--- src/rtl/hazard_fwd_ctrl.sv ---
// hazard_fwd_ctrl: EX-stage operand forwarding plus decode-stage hazard
// detection. Load-use hazards stall for LOAD_STALL cycles. With forwarding
// disabled, every RAW hazard against EX or MEM stalls until it clears.
// A saturating counter records the number of stalled cycles.
//
// Control contract: stall holds PC and IF_ID, and bubble zeroes the ID_EX
// control fields. Both are level signals that the pipeline honours in the
// same cycle, and both are always equal. No valid/ready handshake exists.
// The pipeline must accept the request unconditionally.
module hazard_fwd_ctrl #(
    parameter int REG_ADDR_W = 5,
    parameter int LOAD_STALL = 1,
    parameter int CNT_W      = 16
) (
    input  logic                  clk,
    input  logic                  reset,
    input  logic                  fwd_enable,
    input  logic [REG_ADDR_W-1:0] IF_ID_rs1,
    input  logic [REG_ADDR_W-1:0] IF_ID_rs2,
    input  logic [REG_ADDR_W-1:0] ID_EX_rs1,
    input  logic [REG_ADDR_W-1:0] ID_EX_rs2,
    input  logic [REG_ADDR_W-1:0] ID_EX_rd,
    input  logic                  ID_EX_RegWrite,
    input  logic                  ID_EX_MemRead,
    input  logic [REG_ADDR_W-1:0] EX_MEM_rd,
    input  logic                  EX_MEM_RegWrite,
    input  logic [REG_ADDR_W-1:0] MEM_WB_rd,
    input  logic                  MEM_WB_RegWrite,
    output logic [1:0]            Forward_A,
    output logic [1:0]            Forward_B,
    output logic                  stall,
    output logic                  bubble,
    output logic [CNT_W-1:0]      stall_cycles,
    output logic                  dbg_state_o
);

    typedef enum logic {
        IDLE   = 1'b0,
        LSTALL = 1'b1
    } state_e;

    // Reload value for the remaining cycles after the first stall cycle.
    localparam logic [3:0] LS_RELOAD = 4'(LOAD_STALL - 1);

    state_e           state_q, state_d;
    logic [3:0]       cnt_q, cnt_d;
    logic [CNT_W-1:0] stall_cycles_q, stall_cycles_d;
    logic             stall_c;
    logic             luh;
    logic             rawh;

    // A source register matches a destination only when both are the same
    // nonzero register. Register 0 is hardwired to zero.
    function automatic logic src_match(input logic [REG_ADDR_W-1:0] src,
                                       input logic [REG_ADDR_W-1:0] dst);
        return (src != '0) && (src == dst);
    endfunction

    // Operand forwarding. EX/MEM holds the younger result, so it takes
    // priority over MEM/WB. Forwarding is forced to 00 when disabled or held in reset.
    always_comb begin
        Forward_A = 2'b00;
        Forward_B = 2'b00;
        if (!reset && fwd_enable) begin
            if (EX_MEM_RegWrite && src_match(ID_EX_rs1, EX_MEM_rd)) begin
                Forward_A = 2'b10;
            end else if (MEM_WB_RegWrite && src_match(ID_EX_rs1, MEM_WB_rd)) begin
                Forward_A = 2'b01;
            end
            if (EX_MEM_RegWrite && src_match(ID_EX_rs2, EX_MEM_rd)) begin
                Forward_B = 2'b10;
            end else if (MEM_WB_RegWrite && src_match(ID_EX_rs2, MEM_WB_rd)) begin
                Forward_B = 2'b01;
            end
        end
    end

    // Decode-stage hazard terms. MEM/WB is excluded because the register file
    // writes before it reads.
    always_comb begin
        luh  = ID_EX_MemRead &&
               (src_match(IF_ID_rs1, ID_EX_rd) || src_match(IF_ID_rs2, ID_EX_rd));
        rawh = (ID_EX_RegWrite &&
                (src_match(IF_ID_rs1, ID_EX_rd) || src_match(IF_ID_rs2, ID_EX_rd))) ||
               (EX_MEM_RegWrite &&
                (src_match(IF_ID_rs1, EX_MEM_rd) || src_match(IF_ID_rs2, EX_MEM_rd)));
    end

    // Next-state and stall decode. LSTALL ignores all inputs until the count expires.
    always_comb begin
        state_d = state_q;
        cnt_d   = cnt_q;
        stall_c = 1'b0;
        unique case (state_q)
            IDLE: begin
                if (fwd_enable) begin
                    if (luh) begin
                        stall_c = 1'b1;
                        if (LOAD_STALL > 1) begin
                            cnt_d   = LS_RELOAD;
                            state_d = LSTALL;
                        end
                    end
                end else if (luh || rawh) begin
                    stall_c = 1'b1;
                end
            end
            LSTALL: begin
                stall_c = 1'b1;
                cnt_d   = cnt_q - 4'd1;
                if (cnt_q == 4'd1) begin
                    state_d = IDLE;
                end
            end
            default: begin
                state_d = IDLE;
                cnt_d   = '0;
            end
        endcase
    end

    // State and stall-length counter registers.
    always_ff @(posedge clk) begin
        if (reset) begin
            state_q <= IDLE;
            cnt_q   <= '0;
        end else begin
            state_q <= state_d;
            cnt_q   <= cnt_d;
        end
    end

    // Saturating count of stalled cycles. The counter holds at all-ones
    // instead of wrapping.
    always_comb begin
        stall_cycles_d = stall_cycles_q;
        if (stall && (stall_cycles_q != '1)) begin
            stall_cycles_d = stall_cycles_q + CNT_W'(1);
        end
    end

    // Performance counter register.
    always_ff @(posedge clk) begin
        if (reset) begin
            stall_cycles_q <= '0;
        end else begin
            stall_cycles_q <= stall_cycles_d;
        end
    end

    assign stall        = stall_c && !reset;
    assign bubble       = stall;
    assign stall_cycles = stall_cycles_q;
    assign dbg_state_o  = state_q;

endmodule

--- config.mk ---
export PLATFORM = sky130hd
export DESIGN_NAME = hazard_fwd_ctrl
export DESIGN_NICKNAME = d
export VERILOG_FILES = /design/src/rtl/hazard_fwd_ctrl.sv
export SDC_FILE = /design/constraint.sdc
export NUM_CORES = 1
export LEC_CHECK = 0
export ABC_CLOCK_PERIOD_IN_PS = 2440
export BUFFER_PORTS_ARGS = -buffer_cell sky130_fd_sc_hd__buf_2
export CAP_MARGIN = 0
export CORE_MARGIN = 3
export CORE_UTILIZATION = 35
export CTS_BUF_LIST = sky130_fd_sc_hd__clkbuf_8
export CTS_CLUSTER_SIZE = 10
export DETAILED_ROUTE_END_ITERATION = 7
export PLACE_DENSITY = 0.63
export RECOVER_POWER = 100
export SETUP_SLACK_MARGIN = 0.1
export SYNTH_ARGS = -nofsm -noshare
export SYNTH_HDL_FRONTEND = slang
export SYNTH_SLANG_ARGS = --single-unit
export TNS_END_PERCENT = 1
--- constraint.sdc ---
create_clock -name clk -period 2.44 [get_ports clk]
set_clock_uncertainty 0.05 [all_clocks]
set_input_delay 0.488 -clock clk [delete_from_list [all_inputs] [get_ports clk]]
set_output_delay 0.488 -clock clk [all_outputs]
set_load 0.05 [all_outputs]
==> metrics.cfg, run 1 <==
[logic_synthesis]
avgSynthCellArea_sq_um = 7.879
synth_edf_count = 0
postSynth.asyncResetShare_pct = 0
ys_ff_latch = 21
ys_seq_area_share_pct = 26.42
synth_top_area_share_pct = 26.42
synth_cell_type_count = 36
synth_flop_cell = dfxtp_1
synth_fp_nets = 247
synthTopCellsByArea = dfxtp_1 26%, xnor2_1 17%, xor2_1 6.1%, a21oi_1 4.7%, or3_1 4.7%
ys_warn_count = 0
yosys.area.top_type = dfxtp_1
syn_inst = 202
netlist_area_sq_um = 1592

[clock_network]
cts.sinks = 21
clock_latency_ns = 0.25
cts_tree = done
root_buffer = clkbuf_8
cts_htree_levels = 1
cts_buffers = 3
holdBufCountCts = 0
clk_pin_slew_ns = 0.07
cts_max_path_buffers = 2

[critical_path]
critPathLaunchType = input pin
crit_path_max_incr_delay_ns = 0.54
cp_top_family = simple AND/OR/NAND/NOR gates
crit_chain = buf_2, or4_4, nor2_4, nor3_1, or3_4, nor2_4, nor2_2, buf_6
crit_path_frequent_cell = nor2_4
crit_path_end_kind = primary output
critPathKind = input pin to primary output
rr_worst_depth = 8
reg2reg_slack_ns = 0.31
cp_data_arrival_time_ns = 1.99
cp.depth = 8
critPathRequiredTime_ns = 1.90
cp_slowest_cell = or4_4
cp_max_fo = 2
path_buf_inv = 2

[global_routing]
grt_pass1_vias = 1476
antenna_found_initial = 0
gr-usage-all-layers_pct = 15.47
grt_max_degree = 30
grt_pass1_wl_mm = 6.762
overflow = 0

[layout]
area_growth_pct = 38.44
final_area_sq_um = 2203
nets = 325
diodes = 0
drive_gt1_share_pct = 29.39
final.fill_count = 423

[timing]
hold_viol_final = 0
fin_crit_sh_pct = 103.5
max-slew-margin-rel_pct = 59.57
slew_viol_final = 0
fmax_mhz = 396.1
finalSetupViolations = 2
fin_crit_ns = 2.524
fin_ws_ns = -0.08434
worst_pin_slew_ns = 0.6090
rsz0062_at_grt = true

[floorplan]
initial_core_util_pct = 37.88
rows = 23
die_area_sq_um = 5393
die_y_microns = 73.44
io_pins = 65
fp.dieW_microns = 73.44
core_area_sq_um = 4202

[job]
maxCapViolations = 0

[pwr]
switching_share_pct = 27.76
power_density_nw_per_um2 = 348.9
cell_internal_pwr_uw = 555.3
combPwrFrac_pct = 26.7
clkPwrFrac_pct = 28.4
ir_drop_mv = 0.3398
netSwitchingPower_uw = 213.4
power.leakage_uw = 0.0008365
p_total_uw = 768.7
pwr-share-seq_pct = 44.9

[routing]
vias = 1697
routedWlPerCell_microns = 13.32
first_iter_violations = 59
ant_nets = 0
dr.pass1.iters = 6
viasPerCell = 5.158
drc = 0
finalWirelength_mm = 4.383

[hold_path]
hold_depth = 2
hold_class = register to register

[placement]
dpl.hpwl_mm = 3.419
place.gp.congestion = 0.8237
io_buffers = 64
placedInstanceArea_sq_um = 2097

[run_status]
violations = setup timing
outcome = finished, violations left

==> flip-flops by register name, summed over array words and instances, names as in the netlist <==
signal and flops:
dbg_state_o 1, stall_cycles 16, cnt_q 4
==> placed cells by master, fill, tap and decap left out, types with 4 or more instances in the layout <==
cell	Yosys	routed
nand3_1	11	11
buf_4	1	18
and3_1	6	6
a21oi_1	15	15
clkbuf_1	5	18
inv_1	3	4
or3_1	12	12
buf_6	1	4
xor2_1	11	11
buf_2	1	41
nor2b_1	4	4
nand4_1	9	9
nor2_1	12	8
nor3_1	8	7
nand2_1	8	8
o21ai_1	6	6
o21ai_0	8	8
nor2_4	0	4
dfxtp_1	21	21
xnor2_1	31	31
==> worst reg2reg max path, cell delays in order, from the launching register on <==
cell and delay, ns:
dfxtp_1 0.35, and4_1 0.21, and3_1 0.24, and2_1 0.20
nand3_1 0.13, o21ai_4 0.06, clkbuf_4 0.25, or4_1 0.50
nand2_1 0.08
==> cells in the mapped netlist, drive strengths merged, types with 2 or more instances <==
cell type	count
and3	6
buf	5
and3b	2
or3	13
nor2	13
or4	5
inv	3
a21oi	15
nand3	11
xor2	11
o21ai	15
nand2	8
nor4	5
dfxtp	21
nor2b	4
clkbuf	5
nand4	9
ha	3
nor3	8
nor4b	2
xnor2	31
==> worst paths after layout <==
path | to | start
worst max-delay path | bubble | IF_ID_rs1[1]
worst min-delay path | stall_cycles[12] | stall_cycles[12]
worst max register to register | stall_cycles[7] | stall_cycles[5]
worst min register to register | stall_cycles[12] | stall_cycles[12]
==> final cells by class <==
type	instances	area, sq um	share of cell area [%]
Inverter	3	11.26	0.5111
Clock inverter	1	3.754	0.1704
Tap cell	50	62.56	2.839
Sequential cell	21	420.4	19.08
Timing Repair Buffer	83	475.5	21.58
Multi-Input combinational cell	168	1189	53.95
Clock buffer	3	41.29	1.874
==> through the flow <==
stage	setup WS [ns]	hold WS, ns	std cells	util, %	TNS [ns]
detailed placement	-0.1947	0.4412	325	49.91	-1.543
floorplan	-0.1521	0.4185	202	-	-0.2346
finish	-0.08434	0.4533	329	52.44	-0.1683
global placement	-0.1848	0.4331	325	49.91	-1.317
global route	-0.1451	0.4918	329	52.44	-0.7957
CTS	-0.1022	0.4522	329	52.44	-0.2042
==> cell families (layout without fill, tap and decap cells) <==
kind of cell / count (synthesis) / count (layout) / synth area share, %
AOI/OAI and AO/OA: 33 / 33 / 11.09
xor gates and xnor gates: 42 / 42 / 23.11
adders and majority gates: 3 / 3 / 2.359
buffers and inverters: 13 / 90 / 4.559
DFF: 21 / 21 / 26.41
muxes: 1 / 1 / 0.6290
and+or+nand+nor: 89 / 89 / 31.84
==> power groups by stage <==
stage,clock [uW],sequential (uW),combinational [uW]
after global placement,0,353,194
final,218,345,205
after CTS,230,345,203
after detailed placement,0,353,194
after floorplan,0,358,99.0
after global routing,247,345,223
==> layer usage <==
layer  vias to the layer above  track usage (%)  part of all wire [%]  routed length [microns]
li1                        887                -                     -                        -
met1                       772            21.89                    47                     2044
met2                        36            24.23                    48                     2113
met3                         2            3.967                   4.8                      209
met4                         0            2.012                  0.37                       16
met5                         -                0                     0                        0
==> repair_timing <==
| item | in CTS | in global routing |
|---|---|---|
| resized for setup | 15 | 11 |
| buffers inserted | 0 | 0 |
| pin swaps | 4 | 8 |
| endpoints found under the hold margin | 0 | 0 |
| setup endpoints to repair | 4 | 14 |
Power figures use the tool's default switching activity.
==> run 2, diff against run 1 <==
Settings changed: CELL_PAD_IN_SITES_DETAIL_PLACEMENT set to 1, CELL_PAD_IN_SITES_GLOBAL_PLACEMENT set to 1, CORE_UTILIZATION 35 to 32, GPL_ROUTABILITY_DRIVEN set to 0, PLACE_DENSITY 0.63 to 0.78.
==> metrics.cfg, run 2 (synthesized netlist as in run 1, its figures left out) <==
[timing]
rsz0062_at_grt = true  ; unchanged
finalSetupViolations = 2  ; unchanged
fin_crit_sh_pct = 103.9  ; was 103.5%
fmax_mhz = 394.5  ; was 396.1 MHz
max-slew-margin-rel_pct = 58.20  ; was 59.57%
worst_pin_slew_ns = 0.6297  ; was 0.6090 ns
slew_viol_final = 0  ; unchanged
fin_crit_ns = 2.535  ; was 2.524 ns
fin_ws_ns = -0.09462  ; was -0.08434 ns
hold_viol_final = 0  ; unchanged

[hold_path]
holdPathEnd = cnt_q[1]  ; was stall_cycles[12]
min_from = cnt_q[1]  ; was stall_cycles[12]
hold_depth = 2  ; unchanged
hold_class = register to register  ; unchanged

[layout]
final_area_sq_um = 2263  ; was 2203 sq um
drive_gt1_share_pct = 32.03  ; was 29.39%
final_cell_mix = 40 x buf_2, 31 x xnor2_1, 21 x dfxtp_1  ; was 41 x buf_2, 31 x xnor2_1, 21 x dfxtp_1
diodes = 0  ; unchanged
fin_util_pct = 47.61  ; was 52.44%
fin_cells = 348  ; was 329
nets = 327  ; was 325
mostFrequentLayoutCell = buf_2  ; unchanged
largest_reg_flops = 16  ; unchanged
area_growth_pct = 42.22  ; was 38.44%

[placement]
post-place-ws_ns = -0.2350  ; was -0.1947 ns
placedInstanceArea_sq_um = 2133  ; was 2097 sq um
io_buffers = 64  ; unchanged
dpl.hpwl_mm = 4.055  ; was 3.419 mm
dp_cells = 344  ; was 325

[critical_path]
critPathKind = input pin to primary output  ; unchanged
r2r_end = stall_cycles[7]  ; unchanged
rr_worst_depth = 8  ; unchanged
reg2reg_slack_ns = 0.38  ; was 0.31 ns
critPathLaunchType = input pin  ; unchanged
r2r-start = stall_cycles[4]  ; was stall_cycles[5]
cp_max_fo = 2  ; unchanged
crit_path_end_kind = primary output  ; unchanged
critPathRequiredTime_ns = 1.90  ; about the same
cp_data_arrival_time_ns = 2.00  ; was 1.99 ns
crit_start = IF_ID_rs1[1]  ; unchanged

[routing]
routedWlPerCell_microns = 14.79  ; was 13.32 microns
vias = 1782  ; was 1697
finalWirelength_mm = 5.146  ; was 4.383 mm
ant_nets = 0  ; unchanged
drc = 0  ; unchanged
viasPerCell = 5.121  ; was 5.158
dr.pass1.iters = 4  ; was 6
first_iter_violations = 38  ; was 59

[run_status]
outcome = finished, violations left  ; unchanged
violations = setup timing  ; unchanged

[job]
maxCapViolations = 0  ; unchanged

[clock_network]
cts_htree_levels = 1  ; unchanged
holdBufCountCts = 0  ; unchanged
root_buffer = clkbuf_8  ; unchanged
cts_setup_buffers = 0  ; unchanged
cts_buffers = 3  ; unchanged
clock_latency_ns = 0.26  ; was 0.25 ns
clk_pin_slew_ns = 0.08  ; was 0.07 ns
cts_max_path_buffers = 2  ; unchanged
cts_tree = done  ; unchanged
cts.sinks = 21  ; unchanged

[global_routing]
gr-usage-all-layers_pct = 17.24  ; was 15.47%
antenna_found_initial = 0  ; unchanged
grt_pass1_wl_mm = 8.411  ; was 6.762 mm
grt_max_degree = 30  ; unchanged
grt_pass1_vias = 1756  ; was 1476
overflow = 0  ; unchanged

[floorplan]
die_y_microns = 76.53  ; was 73.44 microns
io_pins = 65  ; unchanged
die_area_sq_um = 5856  ; was 5393 sq um
rows = 25  ; was 23
fp.dieW_microns = 76.53  ; was 73.44 microns
core_area_sq_um = 4755  ; was 4202 sq um
initial_core_util_pct = 33.47  ; was 37.88%

[pwr]
power.leakage_uw = 0.0008516  ; was 0.0008365 uW
power_density_nw_per_um2 = 347.0  ; was 348.9 nW/um^2
ir_drop_mv = 0.1941  ; was 0.3398 mV

-- run 2: changes by cell type in the layout (fill, tap and decap cells not counted), sizes merged --
cell and delta:
buf +2
-- run 2: worst max-delay path, cell delays in order --
cell    delay, ns
buf_2        0.10
or4_4        0.54
nor2_4       0.10
nor3_1       0.06
or3_4        0.38
nor2_4       0.10
nor2_2       0.05
buf_6        0.16
-- run 2: routing by layer --
metal  share of wire [%]  GRT usage [%]  wire length (microns)
met4                 1.5          4.529                     78
met1                  43          21.69                   2229
met3                 2.8          3.310                    146
met2                  52          29.96                   2691
met5                   0              0                      0
-- run 2: power breakdown --
part | leakage, uW | total [uW] | switching, uW | internal, uW
registers | 0.000169 | 345 | 1.69 | 344
clock network | 0.0000269 | 224 | 112 | 112
logic | 0.000656 | 216 | 113 | 103
total | 0.000852 | 785 | 226 | 559
-- run 2: worst max-delay path by stage --
stage               slack (ns)      to  cells after the start
CTS                      -0.11  bubble                      8
global route             -0.15   stall                      8
global placement         -0.20   stall                      8
detailed placement       -0.24  bubble                      8
finish                   -0.09   stall                      8
floorplan                -0.15   stall                      7
-- run 2: cell type report --
class | count | area (sq um)
clock buffers | 3 | 41.29
clock inverters | 1 | 3.754
fillers | 610 | 2491
inverters | 3 | 11.26
multi-input cells | 168 | 1204
flip-flops and latches | 21 | 420.4
well taps | 67 | 83.83
repair buffers | 85 | 499.2
-- run 2: repair_timing --
| item | CTS | global route |
|---|---|---|
| cloned | 0 | 0 |
| gates resized for setup | 18 | 15 |
| pin swaps | 3 | 13 |
| setup endpoints to repair | 5 | 20 |
-- run 2: stage by stage --
stage	total power, uW	TNS [ns]	hold slack, ns
4_1_cts	787.9	-0.2119	0.4496
3_3_place_gp	549.2	-1.519	0.4345
5_1_grt	824.1	-0.3826	0.4864
2_1_floorplan	456.7	-0.2346	0.4185
6_report	785.4	-0.1891	0.4494
3_5_place_dp	554.3	-2.244	0.4428
